$ cat src/rtl/voice_allocator.sv
// voice_allocator: assigns note events to oscillator voices, stealing the oldest voice when none is free.
// Each event scans the voice table one voice per cycle, then commits in a single cycle.
module voice_allocator #(
   parameter int NUM_VOICES = 8,
   parameter int FREQ_W     = 11,
   parameter int KEY_W      = 7,
   parameter int AGE_W      = 4
) (
   input  logic                           CLK100MHZ,
   input  logic                           reset,
   input  logic                           ev_valid,
   output logic                           ev_ready,
   input  logic                           ev_on,
   input  logic [KEY_W-1:0]               ev_key,
   input  logic [FREQ_W-1:0]              ev_freq,
   input  logic                           all_off,
   output logic [NUM_VOICES-1:0]          voice_enable,
   output logic [NUM_VOICES*FREQ_W-1:0]   voice_freq,
   output logic                           done,
   output logic [$clog2(NUM_VOICES)-1:0]  done_voice,
   output logic                           done_hit,
   output logic                           done_steal
);
   localparam int IW = $clog2(NUM_VOICES);
   typedef enum logic [1:0] {S_IDLE, S_SCAN, S_COMMIT} state_t;
   state_t r_state, w_next;
   logic [NUM_VOICES-1:0]             r_active;
   logic [NUM_VOICES-1:0][KEY_W-1:0]  r_vkey;
   logic [NUM_VOICES-1:0][FREQ_W-1:0] r_vfreq;
   logic [NUM_VOICES-1:0][AGE_W-1:0]  r_vage;
   logic [IW-1:0]     r_idx, r_midx, r_fidx, r_oidx;
   logic              r_mf, r_ff, r_of;
   logic [AGE_W-1:0]  r_oage;
   logic              r_on;
   logic [KEY_W-1:0]  r_key;
   logic [FREQ_W-1:0] r_freq;
   logic              r_done, r_dhit, r_dsteal;
   logic [IW-1:0]     r_dvoice;
   logic              w_accept, w_last, w_hit, w_older;
   logic [IW-1:0]     w_sel;
   assign ev_ready     = (r_state == S_IDLE) && !all_off;
   assign w_accept     = ev_valid && ev_ready;
   assign voice_enable = r_active;
   assign voice_freq   = r_vfreq;
   assign done         = r_done;
   assign done_voice   = r_dvoice;
   assign done_hit     = r_dhit;
   assign done_steal   = r_dsteal;
   always_comb begin
      w_last  = (r_idx == IW'(NUM_VOICES - 1));
      w_hit   = r_active[r_idx] && (r_vkey[r_idx] == r_key);
      w_older = r_active[r_idx] && (!r_of || r_vage[r_idx] > r_oage);
      w_sel   = r_mf ? r_midx : r_ff ? r_fidx : r_oidx;
      w_next  = all_off ? S_IDLE :
                (r_state == S_IDLE && w_accept) ? S_SCAN :
                (r_state == S_SCAN && w_last) ? S_COMMIT :
                (r_state == S_COMMIT) ? S_IDLE : r_state;
   end
   always_ff @(posedge CLK100MHZ or posedge reset) begin
      if (reset) r_state <= S_IDLE;
      else r_state <= w_next;
   end
   always_ff @(posedge CLK100MHZ or posedge reset) begin
      if (reset) begin
         r_active <= '0;
         r_vkey   <= '0;
         r_vfreq  <= '0;
         r_vage   <= '0;
         r_idx    <= '0;
         r_midx   <= '0;
         r_fidx   <= '0;
         r_oidx   <= '0;
         r_mf     <= 1'b0;
         r_ff     <= 1'b0;
         r_of     <= 1'b0;
         r_oage   <= '0;
         r_on     <= 1'b0;
         r_key    <= '0;
         r_freq   <= '0;
         r_done   <= 1'b0;
         r_dvoice <= '0;
         r_dhit   <= 1'b0;
         r_dsteal <= 1'b0;
      end else if (all_off) begin
         r_active <= '0;
         r_vage   <= '0;
         r_done   <= 1'b0;
      end else begin
         r_done <= 1'b0;
         if (w_accept) begin
            r_on   <= ev_on;
            r_key  <= ev_key;
            r_freq <= ev_freq;
            r_idx  <= '0;
            r_mf   <= 1'b0;
            r_ff   <= 1'b0;
            r_of   <= 1'b0;
         end
         if (r_state == S_SCAN) begin
            r_idx <= r_idx + IW'(1);
            if (w_hit && !r_mf) begin
               r_mf   <= 1'b1;
               r_midx <= r_idx;
            end
            if (!r_active[r_idx] && !r_ff) begin
               r_ff   <= 1'b1;
               r_fidx <= r_idx;
            end
            if (w_older) begin
               r_of   <= 1'b1;
               r_oidx <= r_idx;
               r_oage <= r_vage[r_idx];
            end
         end
         if (r_state == S_COMMIT) begin
            for (int i = 0; i < NUM_VOICES; i++) begin
               if (r_on) begin
                  if (IW'(i) == w_sel) begin
                     r_active[i] <= 1'b1;
                     r_vkey[i]   <= r_key;
                     r_vfreq[i]  <= r_freq;
                     r_vage[i]   <= '0;
                  end else if (r_active[i] && r_vage[i] != '1) begin
                     r_vage[i] <= r_vage[i] + AGE_W'(1);
                  end
               end else if (r_mf && IW'(i) == r_midx) begin
                  r_active[i] <= 1'b0;
               end
            end
            r_done   <= 1'b1;
            r_dvoice <= r_on ? w_sel : (r_mf ? r_midx : '0);
            r_dhit   <= r_on || r_mf;
            r_dsteal <= r_on && !r_mf && !r_ff;
         end
      end
   end
endmodule
$ cat config.mk
export PLATFORM = sky130hd
export DESIGN_NAME = voice_allocator
export DESIGN_NICKNAME = d
export VERILOG_FILES = /design/src/rtl/voice_allocator.sv
export SDC_FILE = /design/constraint.sdc
export NUM_CORES = 1
export LEC_CHECK = 0
export BUFFER_PORTS_ARGS = -buffer_cell sky130_fd_sc_hd__buf_2
export CORE_UTILIZATION = 25
export CTS_BUF_LIST = sky130_fd_sc_hd__clkbuf_8
export CTS_CLUSTER_SIZE = 20
export DETAILED_ROUTE_END_ITERATION = 10
export GPL_TIMING_DRIVEN = 0
export PLACE_DENSITY = 0.38
export SYNTH_ARGS = -nofsm -noshare
export SYNTH_HDL_FRONTEND = slang
export SYNTH_SLANG_ARGS = --single-unit
$ cat constraint.sdc
create_clock -name CLK100MHZ -period 8 [get_ports CLK100MHZ]
set_input_delay 0 -clock CLK100MHZ [delete_from_list [all_inputs] [get_ports CLK100MHZ]]
set_output_delay 0 -clock CLK100MHZ [all_outputs]
set_load 0.005 [all_outputs]
; Yosys cells after proc, flatten, opt, wreduce, memory -nomap -nowiden
; Cells that the tools add are included.
[totals]
ff_bits = 230
input_bits = 23
output_inout_bits = 103
elab_cells = 259
[op_classes]
add_sub_neg = 9
n_lt_le_gt_ge = 2
n_eq_ne = 34
muxes = 79
bitwise_logic = 1
reduce_logical = 86
[op_table]
columns = operator, count
row1 = $mux 4, 25
row2 = $mux 32, 2
row3 = $reduce_and 3->1, 19
row4 = $reduce_bool 3->1, 16
row5 = $mux 1, 36
row6 = $add 4x1->4 const B, 8
row7 = $ne 4x4->1 const B, 8
row8 = $reduce_and 4->1, 8
row9 = $logic_and 1x1->1, 26
row10 = $eq 3x3->1 const A, 8
row11 = $ne 3x2->1 const B, 8
row12 = $bmux 7 s3, 1
row13 = $mux 3, 6
row14 = $mux 8, 2
row15 = $bmux 4 s3, 1
row16 = $eq 2x3->1 const A, 4
row17 = $mux 2, 4
row18 = $eq 7x7->1, 1
row19 = $mux 7, 1
row20 = $eq 1x3->1 const A, 2
row21 = $logic_not 3->1, 2
row22 = $reduce_and 2->1, 3
row23 = $reduce_bool 2->1, 3
row24 = $logic_not 1->1, 5
row25 = other kinds (11), 12

; Depth between registers and ports, before layout
[depth]
word_depth = 7
depth_mapped = 13
depth_no_buf = 9

; Worst setup path after synthesis
; OpenSTA, ideal clock, no wires.
[synth_timing]
kind = register -> register
startpoint = reg r_idx[0]
endpoint = reg r_oage[1]
setup_ns = 0.125
arrival_ns = 3.056
required_time_ns = 7.875
setup_slack_ns = 4.819
path_stages_with_launch = 14
n_path_buf = 4
period_less_slack_ns = 3.181
path_cell_list = dfrtp_1 buf_6 buf_12 buf_6 clkbuf_8 mux4_2 mux2_2 ha_1 nor2b_1 o21a_1 o21a_1 o21ai_0 a21oi_2 mux2_2
[synth_via]
elab_chain_cells = 6
word_cells_on_any_way = 8
cone_classes = 1 x order compare / 4 x mux / 3 x reduce/logical
[synth_rtl]
columns = element, line
row1 = "start, declared", 31  ; logic [IW-1:0] r_idx, r_midx, r_fidx, r_oidx;
row2 = "start signal, assigned", 100  ; r_idx <= r_idx + IW'(1);
row3 = $bmux 4 s3, "52, 112"
row4 = $mux 4 (implied by the code), "52, 112"
row5 = $gt 4x4->1, 52  ; w_older = r_active[r_idx] && (!r_of || r_vage[r_idx] > r_oage);
row6 = $logic_or 1x1->1, 52
row7 = $logic_and 1x1->1, 52
row8 = $reduce_and 3->1 (no source line), --
row9 = "end signal, assigned", 112  ; r_oage <= r_vage[r_idx];
row10 = "end, declared", 33  ; logic [AGE_W-1:0] r_oage;
; Several ways; a longest one is shown, not always the timed one. The select of a mux whose other input is x is not followed.
; A chain may end at the register's enable or synchronous reset.

; Worst setup path after layout
[layout_timing]
startpoint = reg r_idx[0]
endpoint = reg r_oidx[1]
[layout_via]
elab_chain_cells = 6
word_cells_on_any_way = 8
cone_classes = 1 x order compare / 4 x mux / 3 x reduce/logical
[layout_rtl]
columns = element, line
row1 = $bmux 4 s3, 52
row2 = $mux 4 (implied by the code), 52
row3 = $gt 4x4->1, 52
row4 = $logic_or 1x1->1, 52
row5 = $logic_and 1x1->1 *, 52
row6 = $reduce_and 3->1 (no source line) *, --
row7 = "end signal, assigned", 111  ; r_oidx <= r_idx;
row8 = "end, declared", 31
; Mark *: on every way between the ends. The rest lies on a longest branch, timed or not. The select of a mux whose other input is x is not followed.

==> flow_metrics.py <==
metrics = {
    "outcome": {
        "outcome": "complete, but fails checks",
        "violations": "design-rule violations",
    },
    "placement": {
        "place.gp.congestion": 0.7731,
        "detailedPlacementHpwl_um": 19930,
        "pre_cts_slack_ns": 4.244,
        "place_inst": 1462,
        "io_buffer_count": 125,
        "detailed_place.area_sq_mm": 0.01179,
    },
    "synthesis": {
        "postSynthNetCount": 840,
        "netlist_instances": 803,
        "synth.yosys.seq_area_share_pct": 55.18,
        "yosysWarnings": 0,
        "yosysUniqueCellTypes": 54,
        "synth-seq-cells": 230,
        "total_standard_cell_area_after_synthesis_sq_mm": 0.01043,
        "synth.avg_cell_area_sq_um": 12.99,
        "edff_count_synth": 0,
        "postSynth.topFlopCell": "sky130_fd_sc_hd__dfrtp_1",
        "async_reset_ff_share_pct": 100.0,
    },
    "cts": {
        "post_cts_hold_buffer_count": 23,
        "post_cts_buffers": 0,
        "cts-resized-gates": 0,
        "cts_root_buf": "sky130_fd_sc_hd__clkbuf_8",
        "cts_made_buffers": 45,
        "clock-sinks": 230,
        "clkTransAtPathRegs_ns": 0.06,
        "clock_path_buffers": 3,
        "htreeDepth": 2,
        "cts_tree": "yes",
        "worst_skew_pair.late_latency_ns": 0.59,
    },
    "critical_path": {
        "rr_worst_depth": 13,
        "cp-end-kind": "flop",
        "worst-endpoint-required_ns": 8.47,
        "critPathKind": "flop to flop",
        "timing.critical_path.from_type": "flop",
        "reg2reg_slack_ns": 4.30,
        "worst_ep_arrival_time_ns": 4.16,
        "rr_startpoint": "r_idx[0]",
        "crit_path_max_fanout": 10,
        "regToRegEndpoint": "r_oidx[1]",
    },
    "detailed_routing": {
        "first_pass_iters": 7,
        "drt_drc_violations_left": 11,
        "detailroute.via_count": 7101,
        "drt_iter0_drc": 305,
        "drt-total-wl_um": 30080,
        "postRouteAntennaNets": 0,
        "drt-vias-per-instance": 4.549,
        "wl_per_cell_um": 19.27,
    },
    "floorplan": {
        "num_rows": 74,
        "number_of_placed_i_o_pins": 126,
        "die-height_um": 206.3,
        "die_area_sq_mm": 0.04255,
        "start_util_pct": 25.43,
        "core-area_sq_mm": 0.04102,
        "die_w_um": 206.3,
    },
    "finish": {
        "antenna_cells": 0,
        "num-nets-final": 1037,
        "final_cell_count_no_fill": 1561,
        "design_area_sq_mm": 0.01284,
        "layout_stage_area_growth_over_the_synthesis_result_pct": 23.08,
        "fin_util_pct": 31.30,
        "post_route_cells_drive_above_1_share_pct": 38.48,
    },
    "power": {
        "power.net_switching_mw": 0.9176,
        "totalPowerFinal_mw": 2.938,
        "internal-power_mw": 2.020,
        "power.sequential.fraction_pct": 44.8,
        "switching_share_pct": 31.23,
        "power.density_cell_area_mw_per_mm2": 228.8,
        "clockPowerShare_pct": 37.9,
        "vdd.ir_drop.worst_mv": 0.09583,
        "comb_power_share_pct": 17.3,
        "p_leak_nw": 6.492,
    },
    "worst_hold_path": {
        "hold_path.class": "input port to flop",
        "hold_end": "r_freq[0]",
        "min_path_cells": 4,
        "holdCritStartpoint": "ev_freq[0]",
    },
    "timing": {
        "finalSetupViolCount": 0,
        "fin_crit_sh_pct": 46.22,
        "transition_time_of_the_tightest_slew_check_pin_ns": 1.115,
        "max_freq_mhz": 270.4,
        "timing.max_slew.rel_slack_pct": 25.14,
        "final-max-slew-violation-count": 0,
        "finalHoldViolations": 0,
        "finalWorstSetupSlack_ns": 4.302,
        "grt_setup_unrepaired": "no",
        "min_period_ns": 3.698,
        "finalClockSkew_ns": 0.01877,
    },
    "global_routing": {
        "grt_start_max_net_pins": 97,
        "grt_remaining_overflow": 0,
        "grt_pass1_wl_um": 46790,
        "grt_pass1_vias": 7569,
        "grt_antenna_before_repair": 0,
        "global_route.usage.total_pct": 14.70,
    },
    "flow_run": {
        "max_cap_violations": 0,
    },
}
[critical path, cell delays in order, from the launching register on]
cell and delay (ns):
sky130_fd_sc_hd__dfrtp_1 0.38, sky130_fd_sc_hd__buf_6 0.16, sky130_fd_sc_hd__buf_12 0.16, sky130_fd_sc_hd__buf_6 0.22, sky130_fd_sc_hd__clkbuf_8 0.23, sky130_fd_sc_hd__mux4_2 0.50, sky130_fd_sc_hd__mux2_2 0.30, sky130_fd_sc_hd__ha_1 0.29
sky130_fd_sc_hd__nor2b_1 0.13, sky130_fd_sc_hd__o21a_1 0.12, sky130_fd_sc_hd__o21a_1 0.10, sky130_fd_sc_hd__o21ai_0 0.10, sky130_fd_sc_hd__a21oi_2 0.47, sky130_fd_sc_hd__mux2_2 0.39
[layout by cell type (no fill, tap or decap), drive strengths merged, types with 2 or more instances in the layout]
| cell type | n |
|---|---|
| a22oi | 4 |
| o211ai | 2 |
| nor3b | 2 |
| buf | 151 |
| nand4 | 6 |
| o31ai | 7 |
| clkbuf | 69 |
| a22o | 8 |
| xnor2 | 5 |
| a21oi | 25 |
| inv | 37 |
| mux2 | 163 |
| nand2b | 2 |
| nor2 | 31 |
| dlygate4sd3 | 23 |
| nor3 | 10 |
| nand3 | 14 |
| and2 | 4 |
| clkinv | 4 |
| mux2i | 29 |
| ha | 14 |
| nand2 | 86 |
| o41ai | 6 |
| o21ai | 29 |
| o21a | 5 |
| a21o | 5 |
| a41oi | 3 |
| mux4 | 16 |
| nor2b | 7 |
| xor2 | 12 |
| dfrtp | 230 |
| a31oi | 5 |
| and3 | 4 |
| nor4 | 3 |
[flip-flops by register name (all words and copies together), names as in the netlist, 4 cells and up]
| signal | cells |
|---|---|
| r_vage | 32 |
| r_oage | 4 |
| voice_freq | 88 |
| r_key | 7 |
| r_freq | 11 |
| voice_enable | 8 |
| r_vkey | 56 |
[cell type report]
type | count | area (sq um)
repair buffers | 150 | 910.9
flip-flops and latches | 230 | 5756
clock inverters | 24 | 107.6
clock buffers | 52 | 715.7
plain buffers | 41 | 290.3
well taps | 532 | 665.6
inverters | 17 | 71.32
fillers | 4208 | 28180
multi-input cells | 515 | 4322
[power groups by stage]
| stage | combinational [mW] | sequential (mW) | clock (mW) |
|---|---|---|---|
| 2_1_floorplan | 0.361 | 1.30 | 0 |
| 3_3_place_gp | 0.504 | 1.34 | 0 |
| 3_5_place_dp | 0.508 | 1.34 | 0 |
| 4_1_cts | 0.519 | 1.32 | 1.17 |
| 5_1_grt | 0.570 | 1.33 | 1.22 |
| 6_report | 0.508 | 1.32 | 1.11 |
[worst max-delay path by stage]
stage | startpoint | to | slack, ns | depth (start not counted)
final | r_idx[0] | r_oidx[1] | 4.30 | 13
after global routing | r_idx[0] | r_oidx[0] | 4.09 | 13
after CTS | r_idx[0] | r_oidx[1] | 4.22 | 13
after detailed placement | r_idx[0] | r_oage[2] | 4.24 | 13
after global placement | reset | r_vage[21] | -1.94 | 2
after floorplan | reset | done | 1.70 | 1
[metal layers]
| layer | vias up | wire length [um] | global-route usage, % |
|---|---|---|---|
| met5 | - | 0 | 0 |
| met4 | 0 | 638 | 4.911 |
| met3 | 48 | 1684 | 3.800 |
| met2 | 157 | 13530 | 22.35 |
| met1 | 3609 | 14230 | 20.17 |
| li1 | 3287 | - | - |
[cell usage after synthesis (4+ instances only)]
library cell,count,area [sq um]
sky130_fd_sc_hd__xor2_1,12,105.1
sky130_fd_sc_hd__ha_1,14,175.2
sky130_fd_sc_hd__buf_2,9,45.04
sky130_fd_sc_hd__o21ai_0,26,130.1
sky130_fd_sc_hd__and2_1,4,25.02
sky130_fd_sc_hd__mux4_1,5,131.4
sky130_fd_sc_hd__xnor2_1,5,43.79
sky130_fd_sc_hd__dfrtp_1,230,5756
sky130_fd_sc_hd__clkbuf_8,4,55.05
sky130_fd_sc_hd__o31ai_1,7,52.55
sky130_fd_sc_hd__nand3_1,14,70.07
sky130_fd_sc_hd__nor3_1,10,50.05
sky130_fd_sc_hd__a31oi_1,5,31.28
sky130_fd_sc_hd__a21oi_1,24,120.1
sky130_fd_sc_hd__a22o_1,8,70.07
sky130_fd_sc_hd__mux4_2,11,247.7
sky130_fd_sc_hd__buf_4,8,60.06
sky130_fd_sc_hd__nor2_1,31,116.4
sky130_fd_sc_hd__mux2i_1,29,290.3
sky130_fd_sc_hd__o21a_1,5,37.54
sky130_fd_sc_hd__o41ai_1,6,52.55
sky130_fd_sc_hd__a21o_1,4,30.03
sky130_fd_sc_hd__nand4_1,6,37.54
sky130_fd_sc_hd__clkbuf_1,13,48.80
sky130_fd_sc_hd__a22oi_1,4,30.03
sky130_fd_sc_hd__inv_1,16,60.06
sky130_fd_sc_hd__mux2_2,160,1802
sky130_fd_sc_hd__nor2b_1,6,37.54
sky130_fd_sc_hd__nand2_1,85,319.1
[kinds of logic (layout without fill, tap and decap cells)]
family | count (synthesis) | after routing | synth area share, %
AO/OA/AOI/OAI | 103 | 103 | 6.441
AND/OR/NAND/NOR | 173 | 173 | 7.869
buffers and inverters | 58 | 284 | 3.395
flip-flops | 230 | 230 | 55.18
multiplexers | 208 | 208 | 24.01
XOR/XNOR | 17 | 17 | 1.427
adder cells (fa/ha/maj) | 14 | 14 | 1.679
[through the flow]
stage	TNS, ns	hold WS (ns)
detailed placement	0	0.08307
finish	0	0.1388
CTS	0	0.07072
floorplan	0	0.1054
global placement	-438.53	0.1956
global route	0	0.1138
Note: power is estimated with default switching activity, not from simulation.
